## src/rtl/dmem_pkg.sv

```systemverilog
// rtl/dmem_pkg.sv - shared encodings and helpers for the data-memory controller
//
// Contents: access width codes, load/store codes, controller state encoding,
// and the alignment rule shared by the controller.

package dmem_pkg;

    localparam logic [1:0] W_BYTE = 2'b00;
    localparam logic [1:0] W_HALF = 2'b01;
    localparam logic [1:0] W_WORD = 2'b10;
    // 2'b11 is reserved and behaves as a word access everywhere

    localparam logic RW_LOAD  = 1'b0;
    localparam logic RW_STORE = 1'b1;

    typedef enum logic [1:0] {
        ST_IDLE = 2'd0,
        ST_BUSY = 2'd1,
        ST_RESP = 2'd2
    } state_t;

    // Bytes are never misaligned; halves need addr[0]=0; words (and the
    // reserved code) need addr[1:0]=0.
    function automatic logic is_misaligned(input logic [1:0] width,
                                           input logic [1:0] addr_lo);
        logic mis;
        case (width)
            W_BYTE:  mis = 1'b0;
            W_HALF:  mis = addr_lo[0];
            default: mis = (addr_lo != 2'b00);
        endcase
        return mis;
    endfunction

endpackage

```

## src/rtl/dmem_align.sv

```systemverilog
// rtl/dmem_align.sv - byte-lane steering for stores and load extraction
//
// Ports:
//   width, addr_lo, rw, wr_data  request side (live MEM-stage fields)
//   be, wdata                    byte enables and replicated store data
//   rsp_width, rsp_addr_lo,
//   rsp_rdtype, rdata            response side (registered request copy + bus data)
//   rd_data                      shifted and sign/zero-extended load result

module dmem_align
    import dmem_pkg::*;
(
    input  logic [1:0]  width,
    input  logic [1:0]  addr_lo,
    input  logic        rw,
    input  logic [31:0] wr_data,
    output logic [3:0]  be,
    output logic [31:0] wdata,
    input  logic [1:0]  rsp_width,
    input  logic [1:0]  rsp_addr_lo,
    input  logic        rsp_rdtype,
    input  logic [31:0] rdata,
    output logic [31:0] rd_data
);

    logic [31:0] shifted;

    always_comb begin
        be = 4'b1111;
        case (width)
            W_BYTE:  be = 4'b0001 << addr_lo;
            W_HALF:  be = addr_lo[1] ? 4'b1100 : 4'b0011;
            default: be = 4'b1111;
        endcase
    end

    // Store data is replicated across all lanes so the slave can pick any lane
    // selected by be; loads drive zero to keep the bus quiet.
    always_comb begin
        wdata = 32'h0;
        if (rw == RW_STORE) begin
            case (width)
                W_BYTE:  wdata = {4{wr_data[7:0]}};
                W_HALF:  wdata = {2{wr_data[15:0]}};
                default: wdata = wr_data;
            endcase
        end
    end

    assign shifted = rdata >> {rsp_addr_lo, 3'b000};

    // rdtype 1 = zero-extend, 0 = sign-extend
    always_comb begin
        rd_data = shifted;
        case (rsp_width)
            W_BYTE:  rd_data = rsp_rdtype ? {24'h0, shifted[7:0]}
                                          : {{24{shifted[7]}}, shifted[7:0]};
            W_HALF:  rd_data = rsp_rdtype ? {16'h0, shifted[15:0]}
                                          : {{16{shifted[15]}}, shifted[15:0]};
            default: rd_data = shifted;
        endcase
    end

endmodule

```

## src/rtl/dmem_ctrl.sv

```systemverilog
// rtl/dmem_ctrl.sv - MEM-stage load/store controller on a req/ack data bus
//
// Ports:
//   clk, rst_n            clock, asynchronous active-low reset
//   mem_*_i               request held in the EX/MEM pipeline register
//   fc_dmem_stall_o       freeze request to the flow controller (combinational)
//   mem_rd_data_o/valid_o registered load result and its one-cycle pulse
//   exc_misalign_o        misaligned request (combinational)
//   exc_bus_o             one-cycle pulse on bus error or timeout
//   bus_*_o               registered bus request fields
//   bus_ack_i/err_i/rdata_i bus response

module dmem_ctrl
    import dmem_pkg::*;
#(
    parameter int TIMEOUT_CYCLES = 255,
    parameter int CNT_W          = 16
) (
    input  logic        clk,
    input  logic        rst_n,
    input  logic        mem_mtype_i,
    input  logic        mem_rw_i,
    input  logic [1:0]  mem_width_i,
    input  logic [31:0] mem_wr_data_i,
    input  logic        mem_rdtype_i,
    input  logic [31:0] mem_addr_i,
    output logic        fc_dmem_stall_o,
    output logic [31:0] mem_rd_data_o,
    output logic        mem_rd_valid_o,
    output logic        exc_misalign_o,
    output logic        exc_bus_o,
    output logic        bus_req_o,
    output logic        bus_we_o,
    output logic [31:0] bus_addr_o,
    output logic [3:0]  bus_be_o,
    output logic [31:0] bus_wdata_o,
    input  logic        bus_ack_i,
    input  logic        bus_err_i,
    input  logic [31:0] bus_rdata_i
);

    localparam logic [CNT_W-1:0] CNT_LAST = CNT_W'(TIMEOUT_CYCLES - 1);

    state_t           state;
    logic [CNT_W-1:0] cnt;
    logic [1:0]       req_width;
    logic [1:0]       req_addr_lo;
    logic             req_rdtype;

    logic             misaligned;
    logic             accept;
    logic [3:0]       be_next;
    logic [31:0]      wdata_next;
    logic [31:0]      rd_extract;

    assign misaligned = is_misaligned(mem_width_i, mem_addr_i[1:0]);
    assign accept     = (state == ST_IDLE) && mem_mtype_i && !misaligned;

    assign exc_misalign_o  = (state == ST_IDLE) && mem_mtype_i && misaligned;
    // Low in RESP so the pipeline register advances at the end of that cycle.
    assign fc_dmem_stall_o = accept || (state == ST_BUSY);

    // Response side works from the registered copy: the live MEM-stage
    // fields are only guaranteed stable while the stall is asserted.
    dmem_align u_align (
        .width       (mem_width_i),
        .addr_lo     (mem_addr_i[1:0]),
        .rw          (mem_rw_i),
        .wr_data     (mem_wr_data_i),
        .be          (be_next),
        .wdata       (wdata_next),
        .rsp_width   (req_width),
        .rsp_addr_lo (req_addr_lo),
        .rsp_rdtype  (req_rdtype),
        .rdata       (bus_rdata_i),
        .rd_data     (rd_extract)
    );

    always_ff @(posedge clk or negedge rst_n) begin
        if (!rst_n) begin
            state          <= ST_IDLE;
            cnt            <= '0;
            req_width      <= W_BYTE;
            req_addr_lo    <= 2'b00;
            req_rdtype     <= 1'b0;
            bus_req_o      <= 1'b0;
            bus_we_o       <= 1'b0;
            bus_addr_o     <= 32'h0;
            bus_be_o       <= 4'h0;
            bus_wdata_o    <= 32'h0;
            mem_rd_data_o  <= 32'h0;
            mem_rd_valid_o <= 1'b0;
            exc_bus_o      <= 1'b0;
        end else begin
            case (state)
                ST_IDLE: begin
                    if (accept) begin
                        bus_req_o   <= 1'b1;
                        bus_we_o    <= mem_rw_i;
                        bus_addr_o  <= {mem_addr_i[31:2], 2'b00};
                        bus_be_o    <= be_next;
                        bus_wdata_o <= wdata_next;
                        req_width   <= mem_width_i;
                        req_addr_lo <= mem_addr_i[1:0];
                        req_rdtype  <= mem_rdtype_i;
                        cnt         <= '0;
                        state       <= ST_BUSY;
                    end
                end

                ST_BUSY: begin
                    if (bus_ack_i || bus_err_i) begin
                        bus_req_o <= 1'b0;
                        state     <= ST_RESP;
                        if (bus_err_i) begin
                            exc_bus_o <= 1'b1;
                        end else if (bus_we_o == RW_LOAD) begin
                            mem_rd_data_o  <= rd_extract;
                            mem_rd_valid_o <= 1'b1;
                        end
                    end else if (cnt == CNT_LAST) begin
                        bus_req_o <= 1'b0;
                        exc_bus_o <= 1'b1;
                        state     <= ST_RESP;
                    end else begin
                        cnt <= cnt + 1'b1;
                    end
                end

                ST_RESP: begin
                    mem_rd_valid_o <= 1'b0;
                    exc_bus_o      <= 1'b0;
                    cnt            <= '0;
                    state          <= ST_IDLE;
                end

                default: begin
                    bus_req_o <= 1'b0;
                    state     <= ST_IDLE;
                end
            endcase
        end
    end

endmodule

```

## config.mk

```make
export PLATFORM = sky130hd
export DESIGN_NAME = dmem_ctrl
export DESIGN_NICKNAME = d
export VERILOG_FILES = /design/src/rtl/dmem_pkg.sv /design/src/rtl/dmem_align.sv /design/src/rtl/dmem_ctrl.sv
export SDC_FILE = /design/constraint.sdc
export NUM_CORES = 1
export LEC_CHECK = 0
export CORE_MARGIN = 2
export CORE_UTILIZATION = 32
export CTS_BUF_LIST = sky130_fd_sc_hd__clkbuf_8 sky130_fd_sc_hd__clkbuf_16
export DETAILED_ROUTE_END_ITERATION = 16
export PLACE_DENSITY = 0.63
export SYNTH_ARGS = -nofsm -noshare
export SYNTH_HDL_FRONTEND = slang
export SYNTH_SLANG_ARGS = --single-unit
```

## constraint.sdc

```tcl
create_clock -name clk -period 1.8 [get_ports clk]
set_input_delay 0.27 -clock clk [delete_from_list [all_inputs] [get_ports clk]]
set_output_delay 0.27 -clock clk [all_outputs]
set_load 0.02 [all_outputs]
```

==> impl_metrics.ini <==
[worst_setup_path]
path_class = register to output port
timing.critical_path.fanout_max = 2
cp.arrival_ns = 1.60
critical_path_required_ns = 1.53
cp-start-kind = register
end_kind = output port

[logic_synthesis]
synth_seq_cells = 125
synth_compound_area_share_pct = 13.18
synthCells = 672
synthMuxAreaShare_pct = 8.688
syn-cell-area_um2 = 6121
ys.flop_type = dfrtp_1
synth_top_family_by_area = simple AND/OR/NAND/NOR gates
avgSynthCellArea_um2 = 9.108
synthAdderAreaFrac_pct = 1.226
seq_area_frac_synth_pct = 51.10
yosys.area_share.simple_pct = 21.44
post_synth_xor_area_fraction_pct = 0.7155
yosysUniqueCellTypes = 51
ys_async_sr_fraction_pct = 100.0
synth_edf_count = 0
synth_warnings = 0

[route]
routed-wl-met2_mm = 9.086
routed_wirelength_mm = 19.36
wl_per_cell_um = 16.42
ant_nets = 0
drt_iter0_drc = 200
num_vias = 5681
vias_per_cell = 4.818
drtPass1Iterations = 4
wl_met1_mm = 8.251
top_layer_used = met4
wl_met3_mm = 1.698
drc_errors = 0

[cells_and_area]
nets = 1042
final_cell_mix = nand2_1, clkdlybuf4s50_1, dfrtp_1
fill_cells = 1755
seq_area_um2 = 3128
multi_input_area_um2 = 2960
final_common_cell = nand2_1
syn2layout_area_growth_pct = 60.40
drive_above_1_share_pct = 18.22

[clock_tree]
insertion_delay_ns = 0.41
htree_levels = 4
clk_pin_slew_ns = 0.06
root_buffer = clkbuf_16
clk_path_buf_depth = 2
cts_tree = done
clkSinkCount = 125
cts_made_buffers = 17

[sta]
fmax_mhz = 533.4
fin_crit_ns = 1.875
finClkSkew_ns = 0.006028
worst_pin_slew_ns = 0.5175
setup_viol_count_final = 5
slew_headroom_pct = 65.46
setup_slack_ns = -0.07474
slew_viol_final = 0
rsz0062_at_grt = yes
setup_tns_ns = -0.1397
hold_violations = 0
min_period_over_period_pct = 104.2

[flow_run]
maxCapViolCount = 0

[power]
ir_worst_vdd_uv = 710.6
power.total_mw = 16.07
powerDensity_nw_per_um2 = 1637
p_leak_nw = 4.347

[grt]
antenna_found_initial = 1
grt_pass1_vias = 5655
grt_use_total_pct = 18.92
grt_overflow = 0
grt_pass1_wl_mm = 29.90
grt_max_degree = 71

[outcome]
violations = setup timing
status = complete, but fails checks

[placed_design]
portBuffers = 208
hpwl_mm = 13.97
gp_congestion = 0.8453

[floorplan]
coreArea_um2 = 18770
rows = 50
dieHeight_um = 142.3
die_w_um = 142.3
pin_count = 211
start_util_pct = 32.61
fp.dieArea_um2 = 20250

[hold_path]
hp-class = input port to async pin
through the flow:
step	setup slack (ns)	cell area, um2	hold WS, ns	cells	util [%]
global route	-0.1474	9816	0.3725	1178	52.30
CTS	-0.09055	9667	0.3636	1174	51.51
global placement	-0.5958	8976	0.2323	1139	47.83
finish	-0.07474	9818	0.3560	1179	52.31
detailed placement	-0.5983	8976	0.2311	1139	47.83
floorplan	0.002809	6171	-0.02559	673	-
logic make-up (layout without fill, tap and decap cells):
logic type,count (synthesis),after routing
other cells,1,3
mux,49,49
flops,125,125
fa+ha+maj,6,6
compound gates,124,124
simple gates,311,311
xor+xnor,5,5
buf+inv,51,322
path summary, 6_finish.rpt:
check / from / endpoint / slack, ns / depth (start not counted)
setup / recovery: state[1] / fc_dmem_stall_o / -0.07 / 6
hold / removal: rst_n / mem_rd_data_o[1] / 0.36 / 2
setup reg to reg: state[1] / cnt[3] / -0.04 / 9
hold reg to reg: bus_addr_o[29] / bus_addr_o[29] / 0.47 / 2
max in group asynchronous: rst_n / bus_addr_o[30] / 0.85 / 3
min in group clk: mem_addr_i[2] / bus_addr_o[2] / 0.38 / 3
worst max-delay path, cell delays in order, from the launching register on:
cell      delay (ns)
dfrtp_1         0.38
inv_2           0.08
ha_4            0.15
nand2_2         0.05
or3_4           0.35
nand2b_4        0.08
buf_6           0.11
sequential cells by signal, indices dropped and copies added, names as in the netlist:
| name | count |
|---|---|
| exc_bus_o | 1 |
| bus_wdata_o | 32 |
| req_rdtype | 1 |
| bus_addr_o | 30 |
| bus_req_o | 1 |
| bus_be_o | 4 |
| mem_rd_valid_o | 1 |
| bus_we_o | 1 |
| req_addr_lo | 2 |
| cnt | 16 |
| state | 2 |
| req_width | 2 |
| mem_rd_data_o | 32 |
cells in the mapped netlist (all sizes together), types with 2 or more instances:
master	instances	area [um2]
mux2i	25	250.2
or3	7	43.79
o2111ai	10	87.58
nor4	3	18.77
clkbuf	26	97.59
o21ai	49	245.2
o31ai	2	28.78
o21a	11	82.58
buf	16	87.59
and2	3	21.27
a21oi	24	120.1
dfrtp	125	3128
nand3	7	35.03
nor2	43	166.4
ha	6	75.07
mux2	23	259.0
inv	9	33.78
nand2b	4	25.02
o22a	8	70.07
a31oi	4	40.04
o211ai	8	60.06
nand2	222	835.8
nor2b	2	12.51
and3	2	12.51
xor2	5	43.79
nor3	8	40.04
nand4	4	40.04
layer usage:
layer / global-route usage [%] / up-vias
met5: 0 / -
met4: 6.410 / 0
met3: 7.133 / 17
met2: 30.61 / 199
met1: 23.34 / 2673
li1: - / 2792
cell type report:
type,count,share of cell area (%)
Antenna cell,1,0.02549
Clock buffer,17,4.333
Clock inverter,15,1.886
Inverter,9,0.3441
Multi-Input combinational cell,497,30.15
Sequential cell,125,31.86
Tap cell,234,2.982
Timing Repair Buffer,281,28.42
report_power, final:
part	internal (mW)	total (mW)	switching, mW
clock network	2.20	3.56	1.36
registers	3.99	4.66	0.677
logic	3.78	7.85	4.07
total	9.96	16.1	6.11
repair_timing:
item                                    in CTS  in global routing
endpoints found under the hold margin       40                  0
hold buffers                                 1                  0
cloned                                       0                  1
setup buffers                                2                  4
pin swaps                                    9                 11
gates resized for setup                     32                 28
endpoints found under the setup margin      96                 88
(Power assumes the default switching activity.)
